File: src/rtl/traffic_intersection_scheduler.sv
// Two-approach intersection scheduler with a pedestrian walk phase.
// The six-phase FSM drives all lamps as a pure decode of the current phase.
// A single phase counter times every phase. It saturates while a green rests,
// so a late demand hands over on the very next edge.
//
// phase     | code | meaning
// ----------+------+---------------------------------------------------
// ALL_RED   |  0   | clearance; all approaches red, no walk
// NS_GREEN  |  1   | north-south green, rests until demand after minimum
// NS_YELLOW |  2   | north-south yellow, fixed duration
// EW_GREEN  |  3   | east-west green, rests until demand after minimum
// EW_YELLOW |  4   | east-west yellow, fixed duration
// WALK      |  5   | pedestrian walk, both approaches red
module traffic_intersection_scheduler #(
  parameter int GREEN_MIN = 500_000_000,
  parameter int YELLOW_T  = 300_000_000,
  parameter int ALLRED_T  = 100_000_000,
  parameter int WALK_T    = 500_000_000,
  parameter int CNT_W     = 34
) (
  input  logic       clk,
  input  logic       rst,
  input  logic       ns_req,
  input  logic       ew_req,
  input  logic       ped_btn,
  output logic       ns_red,
  output logic       ns_yellow,
  output logic       ns_green,
  output logic       ew_red,
  output logic       ew_yellow,
  output logic       ew_green,
  output logic       walk,
  output logic       ped_pending,
  output logic [2:0] phase
);

  localparam logic [2:0] ST_ALL_RED   = 3'd0;
  localparam logic [2:0] ST_NS_GREEN  = 3'd1;
  localparam logic [2:0] ST_NS_YELLOW = 3'd2;
  localparam logic [2:0] ST_EW_GREEN  = 3'd3;
  localparam logic [2:0] ST_EW_YELLOW = 3'd4;
  localparam logic [2:0] ST_WALK      = 3'd5;

  localparam logic DIR_NS = 1'b0;
  localparam logic DIR_EW = 1'b1;

  // Terminal counts: a phase of T cycles exits when the counter reads T-1.
  localparam logic [CNT_W-1:0] GREEN_LAST  = CNT_W'(GREEN_MIN - 1);
  localparam logic [CNT_W-1:0] YELLOW_LAST = CNT_W'(YELLOW_T - 1);
  localparam logic [CNT_W-1:0] ALLRED_LAST = CNT_W'(ALLRED_T - 1);
  localparam logic [CNT_W-1:0] WALK_LAST   = CNT_W'(WALK_T - 1);

  logic [2:0]       state_q, state_d;
  logic [CNT_W-1:0] cnt_q, cnt_d;
  logic             last_dir_q, last_dir_d;
  logic             from_walk_q, from_walk_d;
  logic             ped_pending_q, ped_pending_d;

  logic in_green;
  logic green_done;
  logic state_change;
  logic walk_entry;

  assign in_green     = (state_q == ST_NS_GREEN) || (state_q == ST_EW_GREEN);
  assign green_done   = (cnt_q == GREEN_LAST);
  assign state_change = (state_d != state_q);
  assign walk_entry   = (state_d == ST_WALK) && (state_q != ST_WALK);

  // Next-phase selection and bookkeeping of which approach was served last.
  always_comb begin
    state_d     = state_q;
    last_dir_d  = last_dir_q;
    from_walk_d = from_walk_q;
    case (state_q)
      ST_ALL_RED: begin
        if (cnt_q == ALLRED_LAST) begin
          // A pedestrian is served once between greens; after a walk the
          // opposite approach always gets its turn, even with no demand.
          if (ped_pending_q && !from_walk_q) begin
            state_d = ST_WALK;
          end else if (last_dir_q == DIR_EW) begin
            state_d = ST_NS_GREEN;
          end else begin
            state_d = ST_EW_GREEN;
          end
        end
      end
      ST_NS_GREEN: begin
        if (green_done && (ew_req || ped_pending_q)) begin
          state_d = ST_NS_YELLOW;
        end
      end
      ST_NS_YELLOW: begin
        if (cnt_q == YELLOW_LAST) begin
          state_d     = ST_ALL_RED;
          last_dir_d  = DIR_NS;
          from_walk_d = 1'b0;
        end
      end
      ST_EW_GREEN: begin
        if (green_done && (ns_req || ped_pending_q)) begin
          state_d = ST_EW_YELLOW;
        end
      end
      ST_EW_YELLOW: begin
        if (cnt_q == YELLOW_LAST) begin
          state_d     = ST_ALL_RED;
          last_dir_d  = DIR_EW;
          from_walk_d = 1'b0;
        end
      end
      ST_WALK: begin
        if (cnt_q == WALK_LAST) begin
          state_d     = ST_ALL_RED;
          from_walk_d = 1'b1;
        end
      end
      default: begin
        // Unused encodings fall back to the safe clearance phase.
        state_d = ST_ALL_RED;
      end
    endcase
  end

  // Phase timer: restarts on every phase change, holds at the green minimum.
  always_comb begin
    cnt_d = cnt_q + CNT_W'(1);
    if (state_change) begin
      cnt_d = '0;
    end else if (in_green && green_done) begin
      cnt_d = cnt_q;
    end
  end

  // Pedestrian latch: cleared when the walk starts, button ignored during walk.
  always_comb begin
    ped_pending_d = ped_pending_q;
    if (walk_entry) begin
      ped_pending_d = 1'b0;
    end else if (ped_btn && (state_q != ST_WALK)) begin
      ped_pending_d = 1'b1;
    end
  end

  // State registers with synchronous reset taking priority over everything.
  always_ff @(posedge clk) begin
    if (rst) begin
      state_q       <= ST_ALL_RED;
      cnt_q         <= '0;
      last_dir_q    <= DIR_EW;
      from_walk_q   <= 1'b0;
      ped_pending_q <= 1'b0;
    end else begin
      state_q       <= state_d;
      cnt_q         <= cnt_d;
      last_dir_q    <= last_dir_d;
      from_walk_q   <= from_walk_d;
      ped_pending_q <= ped_pending_d;
    end
  end

  // Lamp decode straight from the current phase; one lamp per approach.
  always_comb begin
    ns_green  = (state_q == ST_NS_GREEN);
    ns_yellow = (state_q == ST_NS_YELLOW);
    ns_red    = !(ns_green || ns_yellow);
    ew_green  = (state_q == ST_EW_GREEN);
    ew_yellow = (state_q == ST_EW_YELLOW);
    ew_red    = !(ew_green || ew_yellow);
    walk      = (state_q == ST_WALK);
  end

  assign ped_pending = ped_pending_q;
  assign phase       = state_q;

endmodule
File: config.mk
export PLATFORM = sky130hd
export DESIGN_NAME = traffic_intersection_scheduler
export DESIGN_NICKNAME = d
export VERILOG_FILES = /design/src/rtl/traffic_intersection_scheduler.sv
export SDC_FILE = /design/constraint.sdc
export NUM_CORES = 1
export LEC_CHECK = 0
export ABC_AREA = 1
export CAP_MARGIN = 20
export CELL_PAD_IN_SITES_DETAIL_PLACEMENT = 1
export CELL_PAD_IN_SITES_GLOBAL_PLACEMENT = 1
export CORE_AREA = 2 2 84 86
export CTS_CLUSTER_DIAMETER = 60
export CTS_CLUSTER_SIZE = 28
export DETAILED_ROUTE_END_ITERATION = 12
export DIE_AREA = 0 0 86 88
export PLACE_DENSITY = 0.88
export SYNTH_ARGS = -nofsm -noshare
export SYNTH_HDL_FRONTEND = slang
export SYNTH_SLANG_ARGS = --single-unit
File: constraint.sdc
create_clock -name clk -period 2.4 [get_ports clk]
set_input_delay 0.48 -clock clk [delete_from_list [all_inputs] [get_ports clk]]
set_output_delay 0.48 -clock clk [all_outputs]
set_load 0.02 [all_outputs]
==> Word level (Yosys, flattened, before mapping) <==
Index checks and enable logic that the tools add are counted.
{ "classes": {"n_mux": 13, "n_reduce_logical": 22, "n_addsub": 1, "n_eq_ne": 15} }
{ "op_table": {"columns": ["cell", "count"], "rows": [
  ["equality test 34 x 29 -> 1 bit (second input constant)", 2],
  ["adder 34 x 1 -> 34 bit (second input constant)", 1],
  ["equality test 34 x 27 -> 1 bit (second input constant)", 1],
  ["2-to-1 mux 3 bit", 6],
  ["one-hot mux 3 bit (5 select lines)", 1],
  ["equality test 3 bit (second input constant)", 3],
  ["inequality test 2 x 1 -> 1 bit (second input constant)", 4],
  ["equality test 3 x 2 -> 1 bit (second input constant)", 2],
  ["logical AND 1 bit", 6],
  ["AND reduction 3 bit", 2],
  ["OR reduction 2 bit", 3],
  ["logical OR 1 bit", 5],
  ["one-hot mux 1 bit (2 select lines)", 2],
  ["nonzero test 2 bit", 2],
  ["equality test 3 x 1 -> 1 bit (second input constant)", 1],
  ["zero test 1 bit", 3],
  ["zero test 3 bit", 1],
  ["2-to-1 mux 1 bit", 3],
  ["inequality test 3 bit", 1],
  ["inequality test 3 bit (second input constant)", 1],
  ["2-to-1 mux 2 bit", 1]
]} }
{ "totals": {"out_inout_bits": 11, "inputBits": 5, "regBits": 40, "word_cells": 56} }

==> Depth between registers and ports, before layout <==
{ "logic_depth": {"depth_word": 8, "mapped_depth": 16, "depth_no_buf": 15} }

==> Worst setup path before layout <==
OpenSTA, ideal clock, no wires.
{ "synth_path": {"path_kind": "register -> register", "from": "register state_q[1], in the netlist phase[1]", "to": "register cnt_q[20]", "required_time_ps": 2276, "setup_time_ps": 124, "stages_incl_launch_ff": 13, "path_buffers": 1, "arrival_time_ps": 2051, "setup_slack_ps": 225, "period_less_slack_ps": 2175, "cell_sequence": "dfxtp_1 inv_1 nor3_1 nand2_2 nand2_2 nor2_4 nand2_1 nand2_1 nand2_2 nor2_4 nand2_4 buf_12 nor2_4"} }
{ "synth_via": {"elab_chain_len": 5, "word_cells_on_any_way": 17, "cone_classes": "eq/ne (6); mux (6); reduce/logical (5)"} }
{ "synth_lines": {"columns": ["element", "line_no", "source"], "rows": [
  ["start: declaration", "53", "logic [2:0] state_q, state_d;"],
  ["start signal: assignment", "154", "state_q <= state_d;"],
  ["equality test 3 x 2 -> 1 bit", null, null],
  ["net ns_yellow", "27", "output logic ns_yellow,"],
  ["OR reduction 2 bit (no source line)", null, null],
  ["one-hot mux 3 bit (5 select lines)", "74", "case (state_q)"],
  ["inequality test 3 bit", "66", "assign state_change = (state_d != state_q);"],
  ["OR reduction 2 bit (no source line)", null, null],
  ["end signal: assignment", "155", "cnt_q <= cnt_d;"],
  ["end: declaration", "54", "logic [CNT_W-1:0] cnt_q, cnt_d;"]
]} }
The timed path passes the listed nets, and every way through them passes these cells.
A chain may end at the register's enable or synchronous reset.

==> Final worst setup path <==
{ "layout_path": {"from": "register state_q[0], in the netlist phase[0]", "to": "output ew_yellow"} }
{ "layout_via": {"elab_chain_len": 1} }
{ "layout_lines": {"columns": ["element", "line_no", "source"], "rows": [
  ["equality test 3 bit", "168", "ew_yellow = (state_q == ST_EW_YELLOW);"],
  ["end: declaration", "30", "output logic ew_yellow,"]
]} }
No other way between the ends.

==> impl_metrics.toml <==
[synthesis]
synth_cells = 396
avgSynthCellArea_um2 = 7.14
synth.most_common_cell = "nand2_1"
yosysTopAreaCell = "dfxtp_1"
ys_seq_elements = 40
yosys.cell_types.count = 31
synth_commonest_cells = "78 x nand2_1, 66 x inv_1, 47 x nor2_1"
yosysWarnings = 0
synthTopCellsByArea = "dfxtp_1 28%, nor2_4 14%, nand2_1 10%"
synth_area_mm2 = 0.00283
synth_edf_count = 0
syn_nets = 402
synth_ff_type = "dfxtp_1"
yosysSeqAreaShare_pct = 28.3
synth_top_area_share_pct = 28.3
async_flop_share_pct = 0

[floorplan]
ios = 16
die_w_um = 86
fp.dieH_um = 88
coreArea_mm2 = 0.00664
fp-row-count = 30
dieArea_mm2 = 0.00757
start_util_pct = 42.5

[clocking]
post_cts_resize_count = 1
post-cts-setup-buffer-count = 0
clk_latency_ps = 290
cts_root_buffer = "clkbuf_8"
hold_buffers = 0
clk_pin_slew_ps = 80
cts.sinks = 40
numCtsBuffers = 5
cts.htree.levels = 2
clk_path_buf_depth = 2
tritoncts = "built"

[timing]
relSlewSlack_pct = 67.8
whs_ps = 481
max_freq_mhz = 433
post-route-min-period_ps = 2310
tightest_slew_ps = 483
finalClockSkew_ps = 2.62
post-route-period-util_pct = 96.2
slew_violations = 0
finalSetupTns_ps = 0
fin_ws_ps = 91.5
hold_violations = 0
rsz0062_at_grt = "false"
setup_violations = 0

[run]
drv_cap = 0

[layout]
nFillCells = 863
num_antenna_cells = 0
fin_cells = 500
design_area_mm2 = 0.00320
area_growth_pct = 13.4
drive_gt1_share_pct = 20.5
fin_nets = 425

[placed_design]
io_buffer_count = 15
dp_hpwl_um = 5760
dp.cells = 492
gp_congestion = 0.934
pre_cts_ws_ps = 55.7
postPlaceCellArea_mm2 = 0.00306

[power_and_ir_drop]
switching_share_pct = 28.8
power.switching_uw = 429
p_int_uw = 1060
p_seq_share_pct = 46.3
clockPowerShare_pct = 38.7
peakVddDrop_mv = 0.267
p_leak_uw = 0.00110
power.density_mw_per_mm2 = 464
power_frac_comb_pct = 15.0

[setup_path]
endpoint_kind = "output port"
critPathMaxFanout = 6
r2r_cells = 16
rrSetupSlack_ps = 180
critPathKind = "flip-flop to output port"
required_ps = 1920
crit_path_start_kind = "flip-flop"
r2r-start = "cnt_q[0]"
rr_endpoint = "cnt_q[9]"
worstPathArrival_ps = 1830

[grt]
grt_use_total_pct = 20.9
first_global_vias = 2616
grt_max_degree = 22
grt_pass1_wl_um = 12500
gr-total-overflow = 0
antenna_found_initial = 0

[worst_hold_path]
min-delay-start = "from_walk_q"
min_path_type = "flip-flop to flip-flop"
holdPathStages = 2
holdPathEnd = "from_walk_q"

[routing]
drtIter0Drc = 81
via_per_inst = 5.02
post_drt_wl_per_cell_um = 14.5
drc = 0
ant_nets = 0
drt_wl_total_um = 7260
dr_total_vias = 2508
drt_pass1_iterations = 4

[outcome]
status = "finished clean"
[placed cells by master, fill, tap and decap left out, drive strengths merged, types with 3 or more instances in the layout]
| cell | Yosys | final |
|---|---|---|
| nand2 | 90 | 90 |
| nor2 | 90 | 90 |
| inv | 71 | 71 |
| dfxtp | 40 | 40 |
| xor2 | 26 | 26 |
| nand3 | 22 | 22 |
| nor3 | 18 | 18 |
| clkdlybuf4s50 | 0 | 14 |
| nand4 | 8 | 8 |
| nor4 | 5 | 5 |
| clkbuf | 0 | 5 |
| o21ai | 5 | 5 |
| a21oi | 4 | 4 |
| buf | 3 | 4 |
| xnor2 | 3 | 3 |
[cells by family after synthesis]
logic type	after synthesis	synth area share, %
and+or+nand+nor	238	47.7
DFF	40	28.3
buffers and inverters	75	11.7
xor gates and xnor gates	29	8.99
adders and majority gates	1	0.443
AOI/OAI and AO/OA	13	2.83
[metal layers]
layer,part of all wire (%),up-vias,global-route usage (%)
met5,0,-,0
met3,3.1,12,3.11
met4,1.3,0,4.62
met2,49,32,36.9
li1,-,1257,-
met1,46,1207,27.1
[area by class of cell]
type	instances	area (um2)	share of cell area [%]
clock buffers	5	68.8	2.15
clock inverters	3	42.5	1.33
inverters	72	270	8.43
multi-input cells	281	1720	53.7
flip-flops and latches	40	805	25.1
well taps	80	100	3.12
repair buffers	19	199	6.21
[sequential cells by signal (all words and copies together) (netlist names)]
register	count
from_walk_q	1
phase	3
last_dir_q	1
cnt_q	34
ped_pending	1
[worst max-delay path by stage]
stage	from	to	slack, ps	cells past startpoint
global route	cnt_q[0]	cnt_q[8]	1	16
detailed placement	cnt_q[1]	cnt_q[1]	60	15
CTS	phase[0]	walk	20	3
floorplan	phase[1]	cnt_q[20]	230	12
finish	phase[0]	ew_yellow	90	4
global placement	ns_req	cnt_q[33]	130	13
[critical path, stage by stage (launching register included)]
cell             delay (ps)
dfxtp_1                 400
nor2_1                  130
inv_1                    60
nor2_1                  270
clkdlybuf4s50_1         670
[power by group through the flow]
stage | registers, uW | clock network (uW) | logic (uW)
2_1_floorplan | 705 | 0 | 182
5_1_grt | 690 | 623 | 241
3_3_place_gp | 703 | 0 | 215
6_report | 688 | 575 | 224
4_1_cts | 688 | 582 | 223
3_5_place_dp | 704 | 0 | 222
[through the flow]
| step | power [uW] | utilization [%] |
|---|---|---|
| final | 1490 | 48.2 |
| after global routing | 1550 | 48.2 |
| after CTS | 1490 | 47.8 |
| after detailed placement | 926 | 46.0 |
| after global placement | 918 | 46.0 |
| after floorplan | 888 | - |
Power figures use the tool's default switching activity.
